$ cat src/rtl/modulo_top_pkg.sv
// Shared definitions for the SECDED receiver/display block: error classes,
// active-low 7-segment glyphs ({g,f,e,d,c,b,a}, bit0 = a) and a hex decoder.
package modulo_top_pkg;

    typedef enum logic [1:0] {
        NO_ERR     = 2'd0,
        SINGLE_ERR = 2'd1,
        DOUBLE_ERR = 2'd2
    } err_class_e;

    // Hamming position reported when only the overall parity bit is hit
    localparam logic [3:0] POS_OVERALL_PARITY = 4'd8;

    localparam logic [6:0] SEG_HEX_0 = 7'b1000000;
    localparam logic [6:0] SEG_HEX_1 = 7'b1111001;
    localparam logic [6:0] SEG_HEX_2 = 7'b0100100;
    localparam logic [6:0] SEG_HEX_3 = 7'b0110000;
    localparam logic [6:0] SEG_HEX_4 = 7'b0011001;
    localparam logic [6:0] SEG_HEX_5 = 7'b0010010;
    localparam logic [6:0] SEG_HEX_6 = 7'b0000010;
    localparam logic [6:0] SEG_HEX_7 = 7'b1111000;
    localparam logic [6:0] SEG_HEX_8 = 7'b0000000;
    localparam logic [6:0] SEG_HEX_9 = 7'b0010000;
    localparam logic [6:0] SEG_HEX_A = 7'b0001000;
    localparam logic [6:0] SEG_HEX_B = 7'b0000011;
    localparam logic [6:0] SEG_HEX_C = 7'b1000110;
    localparam logic [6:0] SEG_HEX_D = 7'b0100001;
    localparam logic [6:0] SEG_HEX_E = 7'b0000110;
    localparam logic [6:0] SEG_HEX_F = 7'b0001110;

    localparam logic [6:0] SEG_BLANK = 7'b1111111;
    localparam logic [6:0] SEG_ERR   = SEG_HEX_E;

    // Nibble to active-low segment pattern
    function automatic logic [6:0] hex_to_seg(input logic [3:0] value);
        logic [6:0] seg;
        seg = SEG_BLANK;
        case (value)
            4'h0: seg = SEG_HEX_0;
            4'h1: seg = SEG_HEX_1;
            4'h2: seg = SEG_HEX_2;
            4'h3: seg = SEG_HEX_3;
            4'h4: seg = SEG_HEX_4;
            4'h5: seg = SEG_HEX_5;
            4'h6: seg = SEG_HEX_6;
            4'h7: seg = SEG_HEX_7;
            4'h8: seg = SEG_HEX_8;
            4'h9: seg = SEG_HEX_9;
            4'hA: seg = SEG_HEX_A;
            4'hB: seg = SEG_HEX_B;
            4'hC: seg = SEG_HEX_C;
            4'hD: seg = SEG_HEX_D;
            4'hE: seg = SEG_HEX_E;
            4'hF: seg = SEG_HEX_F;
            default: seg = SEG_BLANK;
        endcase
        return seg;
    endfunction

endpackage

$ cat src/rtl/secded_decoder.sv
// Combinational extended-Hamming(8,4) decoder. Codeword bit i-1 is Hamming
// position i (p1,p2,d1,p4,d2,d3,d4), bit 7 is even parity over bits 6:0.
module secded_decoder
    import modulo_top_pkg::*;
(
    input  logic [7:0]  i_palabra,
    output logic [2:0]  o_syndrome,
    output err_class_e  o_err_class,
    output logic [3:0]  o_data_corr,
    output logic [3:0]  o_data_raw
);

    logic [6:0]       w_hamming;
    logic [2:0][6:0]  w_terms;
    logic [2:0]       w_syndrome;
    logic             w_pe;
    logic [6:0]       w_flip;
    logic [6:0]       w_fixed;

    assign w_hamming = i_palabra[6:0];

    // Syndrome bit gi covers every position whose index has bit gi set
    for (genvar gi = 0; gi < 3; gi++) begin : g_syn
        for (genvar gj = 0; gj < 7; gj++) begin : g_term
            if ((((gj + 1) >> gi) % 2) == 1) begin : g_in
                assign w_terms[gi][gj] = w_hamming[gj];
            end else begin : g_out
                assign w_terms[gi][gj] = 1'b0;
            end
        end
        assign w_syndrome[gi] = ^w_terms[gi];
    end

    assign w_pe = ^i_palabra;

    // Invert the single position named by the syndrome; syndrome 0 with bad
    // overall parity means only bit 7 was hit, so no data bit moves.
    for (genvar gi = 0; gi < 7; gi++) begin : g_flip
        assign w_flip[gi] = w_pe && (w_syndrome == 3'(gi + 1));
    end

    assign w_fixed = w_hamming ^ w_flip;

    // Classify from syndrome and overall parity
    always_comb begin
        o_err_class = NO_ERR;
        if (w_pe) begin
            o_err_class = SINGLE_ERR;
        end else if (w_syndrome != 3'd0) begin
            o_err_class = DOUBLE_ERR;
        end
    end

    assign o_syndrome  = w_syndrome;
    assign o_data_corr = {w_fixed[6], w_fixed[5], w_fixed[4], w_fixed[2]};
    assign o_data_raw  = {w_hamming[6], w_hamming[5], w_hamming[4], w_hamming[2]};

endmodule

$ cat src/rtl/modulo_top.sv
// SECDED receiver with two 7-segment digits and a LED nibble. Every cycle is
// evaluated independently; all outputs are registered one edge after the
// inputs are sampled and blank asynchronously while reset is held.
module modulo_top
    import modulo_top_pkg::*;
(
    input  logic       clk,
    input  logic       rst_n,
    input  logic [3:0] entrada,
    input  logic [7:0] palabra_rx,
    input  logic       select_pos,
    output logic [6:0] display_left,
    output logic [6:0] display_right,
    output logic [3:0] led_out
);

    logic [2:0]  w_syndrome;
    err_class_e  w_err_class;
    logic [3:0]  w_data_corr;
    logic [3:0]  w_data_raw;

    logic [3:0]  w_led_next;
    logic [3:0]  w_err_pos;
    logic [6:0]  w_left_next;
    logic [6:0]  w_right_next;

    logic [3:0]  r_led;
    logic [6:0]  r_left;
    logic [6:0]  r_right;

    secded_decoder u_decoder (
        .i_palabra   (palabra_rx),
        .o_syndrome  (w_syndrome),
        .o_err_class (w_err_class),
        .o_data_corr (w_data_corr),
        .o_data_raw  (w_data_raw)
    );

    // Pick LED data and the error-position digit from the decoder result
    always_comb begin
        w_led_next = w_data_corr;
        w_err_pos  = 4'd0;
        case (w_err_class)
            SINGLE_ERR: w_err_pos = (w_syndrome == 3'd0) ? POS_OVERALL_PARITY
                                                         : {1'b0, w_syndrome};
            DOUBLE_ERR: w_led_next = w_data_raw;
            default:    w_err_pos = 4'd0;
        endcase
    end

    // Display muxing: 'E' on uncorrectable words overrides the selector
    always_comb begin
        w_left_next  = hex_to_seg(entrada);
        w_right_next = hex_to_seg(w_led_next);
        if (w_err_class == DOUBLE_ERR) begin
            w_right_next = SEG_ERR;
        end else if (select_pos) begin
            w_right_next = hex_to_seg(w_err_pos);
        end
    end

    // Output registers, blanked asynchronously by reset
    always_ff @(posedge clk or negedge rst_n) begin
        if (!rst_n) begin
            r_led   <= 4'b0000;
            r_left  <= SEG_BLANK;
            r_right <= SEG_BLANK;
        end else begin
            r_led   <= w_led_next;
            r_left  <= w_left_next;
            r_right <= w_right_next;
        end
    end

    assign led_out       = r_led;
    assign display_left  = r_left;
    assign display_right = r_right;

endmodule

$ cat config.mk
export PLATFORM = sky130hd
export DESIGN_NAME = modulo_top
export DESIGN_NICKNAME = d
export VERILOG_FILES = /design/src/rtl/modulo_top_pkg.sv /design/src/rtl/secded_decoder.sv /design/src/rtl/modulo_top.sv
export SDC_FILE = /design/constraint.sdc
export NUM_CORES = 1
export LEC_CHECK = 0
export BUFFER_PORTS_ARGS = -buffer_cell sky130_fd_sc_hd__buf_2
export CAP_MARGIN = 15
export CORE_MARGIN = 2
export CORE_UTILIZATION = 29
export CTS_CLUSTER_DIAMETER = 30
export DETAILED_ROUTE_END_ITERATION = 12
export PLACE_DENSITY_LB_ADDON = 0.1
export RECOVER_POWER = 25
export SLEW_MARGIN = 20
export SYNTH_ARGS = -nofsm -noshare
export SYNTH_HDL_FRONTEND = slang
export SYNTH_HIERARCHICAL = 1
export SYNTH_SLANG_ARGS = --single-unit
$ cat constraint.sdc
create_clock -name clk -period 1.59 [get_ports clk]
set_input_delay 0.0795 -clock clk [delete_from_list [all_inputs] [get_ports clk]]
set_output_delay 0.0795 -clock clk [all_outputs]
set_load 0.05 [all_outputs]
Word-level counts from Yosys, hierarchy flattened
Memories as Yosys holds them, arrays and structs flattened. A register that Yosys moved wholly into a read port is not among the register bits.
Cells that the tools add are included.
{"block": "totals", "ff_bits": 11, "rom_bits": 336, "output_inout_bits": 18, "memories": 3}
{"block": "classes", "n_eq_ne": 9, "mux": 7, "n_bitwise": 1, "n_reduce_logical": 14}
{"name": "(name not given)", "words": 16, "width": 7, "read_ports": 1, "rd_ports_with_merged_regs": 1, "wr": 0, "line": "modulo_top_pkg.sv:38", "source": "case (value)"}
{"name": "(name not given)", "words": 16, "width": 7, "read_ports": 1, "rd_ports_with_merged_regs": 0, "wr": 0, "line": "modulo_top_pkg.sv:38"}
{"name": "(name not given)", "words": 16, "width": 7, "read_ports": 1, "rd_ports_with_merged_regs": 0, "wr": 0, "line": "modulo_top_pkg.sv:38"}
{"cell": "$reduce_xor 7->1", "count": 3}
{"cell": "$mux 7", "count": 2}
{"cell": "$eq 3x3->1 const B", "count": 4}
{"cell": "$mux 4", "count": 3}
{"cell": "$reduce_xor 8->1", "count": 1}
{"cell": "$logic_and 1x1->1", "count": 7}
{"cell": "$xor 7x7->7", "count": 1}
{"cell": "$eq 3x2->1 const B", "count": 2}
{"cell": "$mux 2", "count": 2}
{"cell": "$eq 3x1->1 const B", "count": 1}
{"cell": "$logic_not 3->1", "count": 1}
{"cell": "$reduce_bool 3->1", "count": 1}
{"cell": "$eq 2x1->1 const B", "count": 1}
{"cell": "$eq 2x2->1 const B", "count": 1}
{"cell": "$logic_not 1->1", "count": 1}

Longest topological paths before layout
An unclocked memory read counts as a cell.
{"block": "logic_depth", "ltp_word": 9, "mapped_depth": 13}

Hierarchy
The synthesis kept the hierarchy.
{"module": "modulo_top", "n_inst": 1, "cells_each": 142, "area_each_um2": 1422.6, "seq_area_each_um2": 467.9}
{"module": "secded_decoder", "n_inst": 1, "cells_each": 32, "area_each_um2": 269.0, "seq_area_each_um2": 0.0}

Worst setup path after synthesis
Ideal clock, no wire load.
{"block": "synth_path", "path_type": "input port to flip-flop", "startpoint": "input palabra_rx[2]", "endpoint": "register r_right[3] (netlist: display_right[3])", "setup_ns": 0.084, "t_arrival_ns": 2.831, "required_ns": 1.506, "slack_ns": -1.325, "path_stages": 12, "path_buffers": 1, "cell_sequence": "xor2_2 xnor2_1 o211ai_1 o21ai_0 nor2b_4 buf_6 mux2i_1 inv_1 ha_1 mux4_2 o21ai_0 nor2_1"}
{"block": "synth_between", "elab_chain_cells": 9, "elab_cells_between_ends": 25, "classes_between": "eq/ne (6); mux (7); bitwise (1); reduce/logical (9); memory (2)"}
{"item": "start: declaration", "line": "modulo_top.sv:10", "source": "input logic [7:0] palabra_rx,"}
{"item": "$reduce_xor 7->1", "line": "secded_decoder.sv:31", "source": "assign w_syndrome[gi] = ^w_terms[gi];"}
{"item": "via w_syndrome[0]", "line": "modulo_top.sv:17", "source": "logic [2:0] w_syndrome;"}
{"item": "$reduce_bool 3->1", "line": "secded_decoder.sv:49", "source": "end else if (w_syndrome != 3'd0) begin"}
{"item": "$mux 2", "line": "secded_decoder.sv:49"}
{"item": "$mux 2", "line": "secded_decoder.sv:47", "source": "if (w_pe) begin"}
{"item": "via w_err_class[1]", "line": "modulo_top.sv:18", "source": "err_class_e w_err_class;"}
{"item": "$eq 2x2->1", "line": "modulo_top.sv:43", "source": "case (w_err_class)"}
{"item": "$mux 4", "line": "modulo_top.sv:43"}
{"item": "via w_led_next[1]", "line": "modulo_top.sv:22", "source": "logic [3:0] w_led_next;"}
{"item": "$mem_v2 16x7"}
{"item": "$mux 7", "line": "modulo_top.sv:57", "source": "end else if (select_pos) begin"}
{"item": "$mux 7", "line": "modulo_top.sv:55", "source": "if (w_err_class == DOUBLE_ERR) begin"}
{"item": "via w_right_next[3]", "line": "modulo_top.sv:25", "source": "logic [6:0] w_right_next;"}
{"item": "end signal: assignment", "line": "modulo_top.sv:71", "source": "r_right <= w_right_next;"}
{"item": "end: declaration", "line": "modulo_top.sv:29", "source": "logic [6:0] r_right;"}
The timed path passes the listed nets, and every way through them passes these cells.

Worst setup path after layout
{"block": "layout_path", "startpoint": "input palabra_rx[6]", "endpoint": "register r_right[3] (netlist: display_right[3])"}
Same word-level chain as after synthesis.

==> results.json <==
{
  "status": "finished with violations",
  "violations": "negative setup slack",
  "powerDensity_nw_per_um2": 1290,
  "critPathTopFamily": "multiplexers",
  "syn-mean-instance-area_um2": 9.72,
  "n_antenna_cell": 0,
  "ys_top_cells_by_area": "dfstp_2, ha_1, dfrtp_1, xnor2_1, mux2i_1",
  "postRouteAntennaNets": 0,
  "io_pins": 33,
  "tns_ns": -4.92,
  "synthFlopType": "dfstp_2",
  "leakagePower_nw": 1.19,
  "wl_per_cell_um": 13.1,
  "synth_seq_area_share_pct": 27.7,
  "synth_area_leader_cell": "dfstp_2",
  "final_core_util_pct": 47.9,
  "finalSetupViolCount": 10,
  "p_comb_share_pct": 70.1,
  "grt_max_degree": 19,
  "cp-end-kind": "flop",
  "critical_path_required_ns": 1.76,
  "fin_nets": 283,
  "synth_edf_count": 0,
  "relSlewSlack_pct": 40.6,
  "io_buffers": 32,
  "worstMarginPinSlew_ns": 0.891,
  "num_vias": 1531,
  "period_share_pct": 142,
  "initial_core_util_pct": 30.3,
  "layout-drive-gt1-share_pct": 59.7,
  "async_flop_share_pct": 100,
  "cap_violations": 0,
  "via_per_inst": 4.78,
  "hold_viol_final": 0,
  "nFillCells": 523,
  "dieArea_um2": 6460,
  "power_frac_seq_pct": 19.7,
  "hp-class": "in -> reg",
  "drtPass1Iterations": 4,
  "dp.cells": 307,
  "grt_use_total_pct": 13.5,
  "drt_iter0_markers": 82,
  "placementRows": 27,
  "numCtsBuffers": 3,
  "ys_seq_elements": 18,
  "cts_buffer_depth": 2,
  "cp_num_buf_inv": 2,
  "crit_slowest_cell": "mux4_2",
  "cts.sinks": 18,
  "instances_no_fill": 320,
  "grt_pass1_wl_um": 6920,
  "core_um2": 5570,
  "place_congestion": 0.799,
  "crit_fanout": 6,
  "power_switching_mw": 1.53,
  "grt_antenna_before_repair": 0,
  "p_int_mw": 1.92,
  "p_sw_share_pct": 44.3,
  "whs_ns": 0.131,
  "ir_drop_mv": 0.674,
  "synth_common_cells": "ha_1, dfstp_2, inv_1, nor2_1, xnor2_1",
  "yosysMostFrequentCell": "ha_1",
  "ys_warn_count": 6,
  "synthCells": 174,
  "syn_nets": 208,
  "die_x_um": 80.4,
  "arrival_ns": 2.44,
  "clkPwrFrac_pct": 10.3,
  "min_period_ns": 2.27,
  "drc_errors": 0,
  "finalWirelength_um": 4180,
  "synth.distinct_cells": 57,
  "fmax_mhz": 441,
  "worst_slack_ns": -0.675,
  "cts_root_buf": "clkbuf_8",
  "die_height_um": 80.4,
  "area_delta_synth_final_pct": 57.8,
  "critPathKind": "in -> reg",
  "grt.overflow.total": 0,
  "cts_max_level": 1,
  "slew_violations": 0,
  "startpoint_type": "input port",
  "cts.clk_slew.worst_paths_ns": 0.06,
  "cp_cell_sequence": "buf_8 > xor2_4 > xnor2_4 > o211ai_1 > o21ai_2 > nor2b_4 > mux2i_4 > inv_4 > ha_4 > mux4_2 > o21ai_1 > nor2_1",
  "cts_tree": "built",
  "slowest_delay_ns": 0.45,
  "dp_hpwl_um": 3360,
  "grt_pass1_vias": 1516,
  "yosys.area.top_type_share_pct": 21.7,
  "syn_area_um2": 1690,
  "rsz0062_at_grt": "true"
}
## registers in the layout, indices dropped and copies added, names as in the netlist
signal and count:
display_left 7, display_right 7, led_out 4
## final cells by class
cell class,count,area (um2),area share (%)
clock buffers,4,55.1,2.06
repair buffers,81,601,22.5
well taps,72,90.1,3.38
multi-input cells,131,1400,52.5
flip-flops and latches,18,468,17.5
inverters,14,55.1,2.06
## final timing paths
kind                               start                    endpoint  slack [ns]  cells past startpoint
setup / recovery           palabra_rx[6]  display_right[3]$_DFF_PN1_       -0.68                     12
hold / removal                entrada[2]   display_left[5]$_DFF_PN1_        0.13                      2
max in group asynchronous          rst_n        led_out[2]$_DFF_PN0_        0.57                      2
min in group asynchronous          rst_n        led_out[3]$_DFF_PN0_        0.47                      2
## power by group through the flow
stage	Combinational, mW	Clock (mW)	Sequential (mW)
2_1_floorplan	0.912	0	1.17
3_3_place_gp	2.04	0	0.684
3_5_place_dp	2.05	0	0.691
4_1_cts	2.27	0.365	0.683
5_1_grt	2.59	0.383	0.695
6_report	2.41	0.354	0.677
## per-layer routing
| layer | vias to the layer above | routed length (um) | global-route usage [%] |
|---|---|---|---|
| met5 | - | 0 | 0 |
| met4 | 0 | 36 | 3.56 |
| met3 | 4 | 141 | 1.12 |
| met2 | 33 | 2120 | 23.9 |
| met1 | 727 | 1880 | 17.5 |
| li1 | 767 | - | - |
## layout by cell type (no fill, tap or decap), drive strengths merged, types with 2 or more instances in the layout
| cell type | instances |
|---|---|
| mux4 | 2 |
| a22oi | 3 |
| a22o | 2 |
| nor2b | 4 |
| dfstp | 14 |
| a211oi | 5 |
| clkbuf | 6 |
| a21oi | 5 |
| o31ai | 2 |
| nor2 | 13 |
| a221oi | 3 |
| nand4b | 2 |
| mux2 | 2 |
| inv | 14 |
| or3b | 2 |
| ha | 19 |
| nand2b | 4 |
| buf | 78 |
| mux2i | 7 |
| nand2 | 5 |
| xnor2 | 12 |
| xor2 | 4 |
| dfrtp | 4 |
| o21ai | 9 |
| nor3 | 3 |
| nor4 | 2 |
| nand3 | 2 |
| o211ai | 2 |
## cell families after synthesis
family | synth area share [%]
AOI/OAI and AO/OA | 17.5
xor gates and xnor gates | 9.17
adders and majority gates | 14.1
buffers and inverters | 7.17
DFF | 27.7
muxes | 9.10
and+or+nand+nor | 15.4
## stage by stage
| step | total power [mW] | worst slack [ns] | area [um2] |
|---|---|---|---|
| 2_1_floorplan | 2.08 | -0.860 | 1790 |
| 3_3_place_gp | 2.72 | -0.987 | 2270 |
| 3_5_place_dp | 2.74 | -1.07 | 2270 |
| 4_1_cts | 3.32 | -0.695 | 2570 |
| 5_1_grt | 3.67 | -0.748 | 2670 |
| 6_report | 3.44 | -0.675 | 2670 |
## what timing repair did
item / CTS / global route
resized for setup: 37 / 24
hold buffers: 1 / 0
buffers inserted: 7 / 1
endpoints found under the hold margin: 4 / 0
pin swaps: 13 / 11
endpoints found under the setup margin: 11 / 11
(Power assumes the default switching activity.)
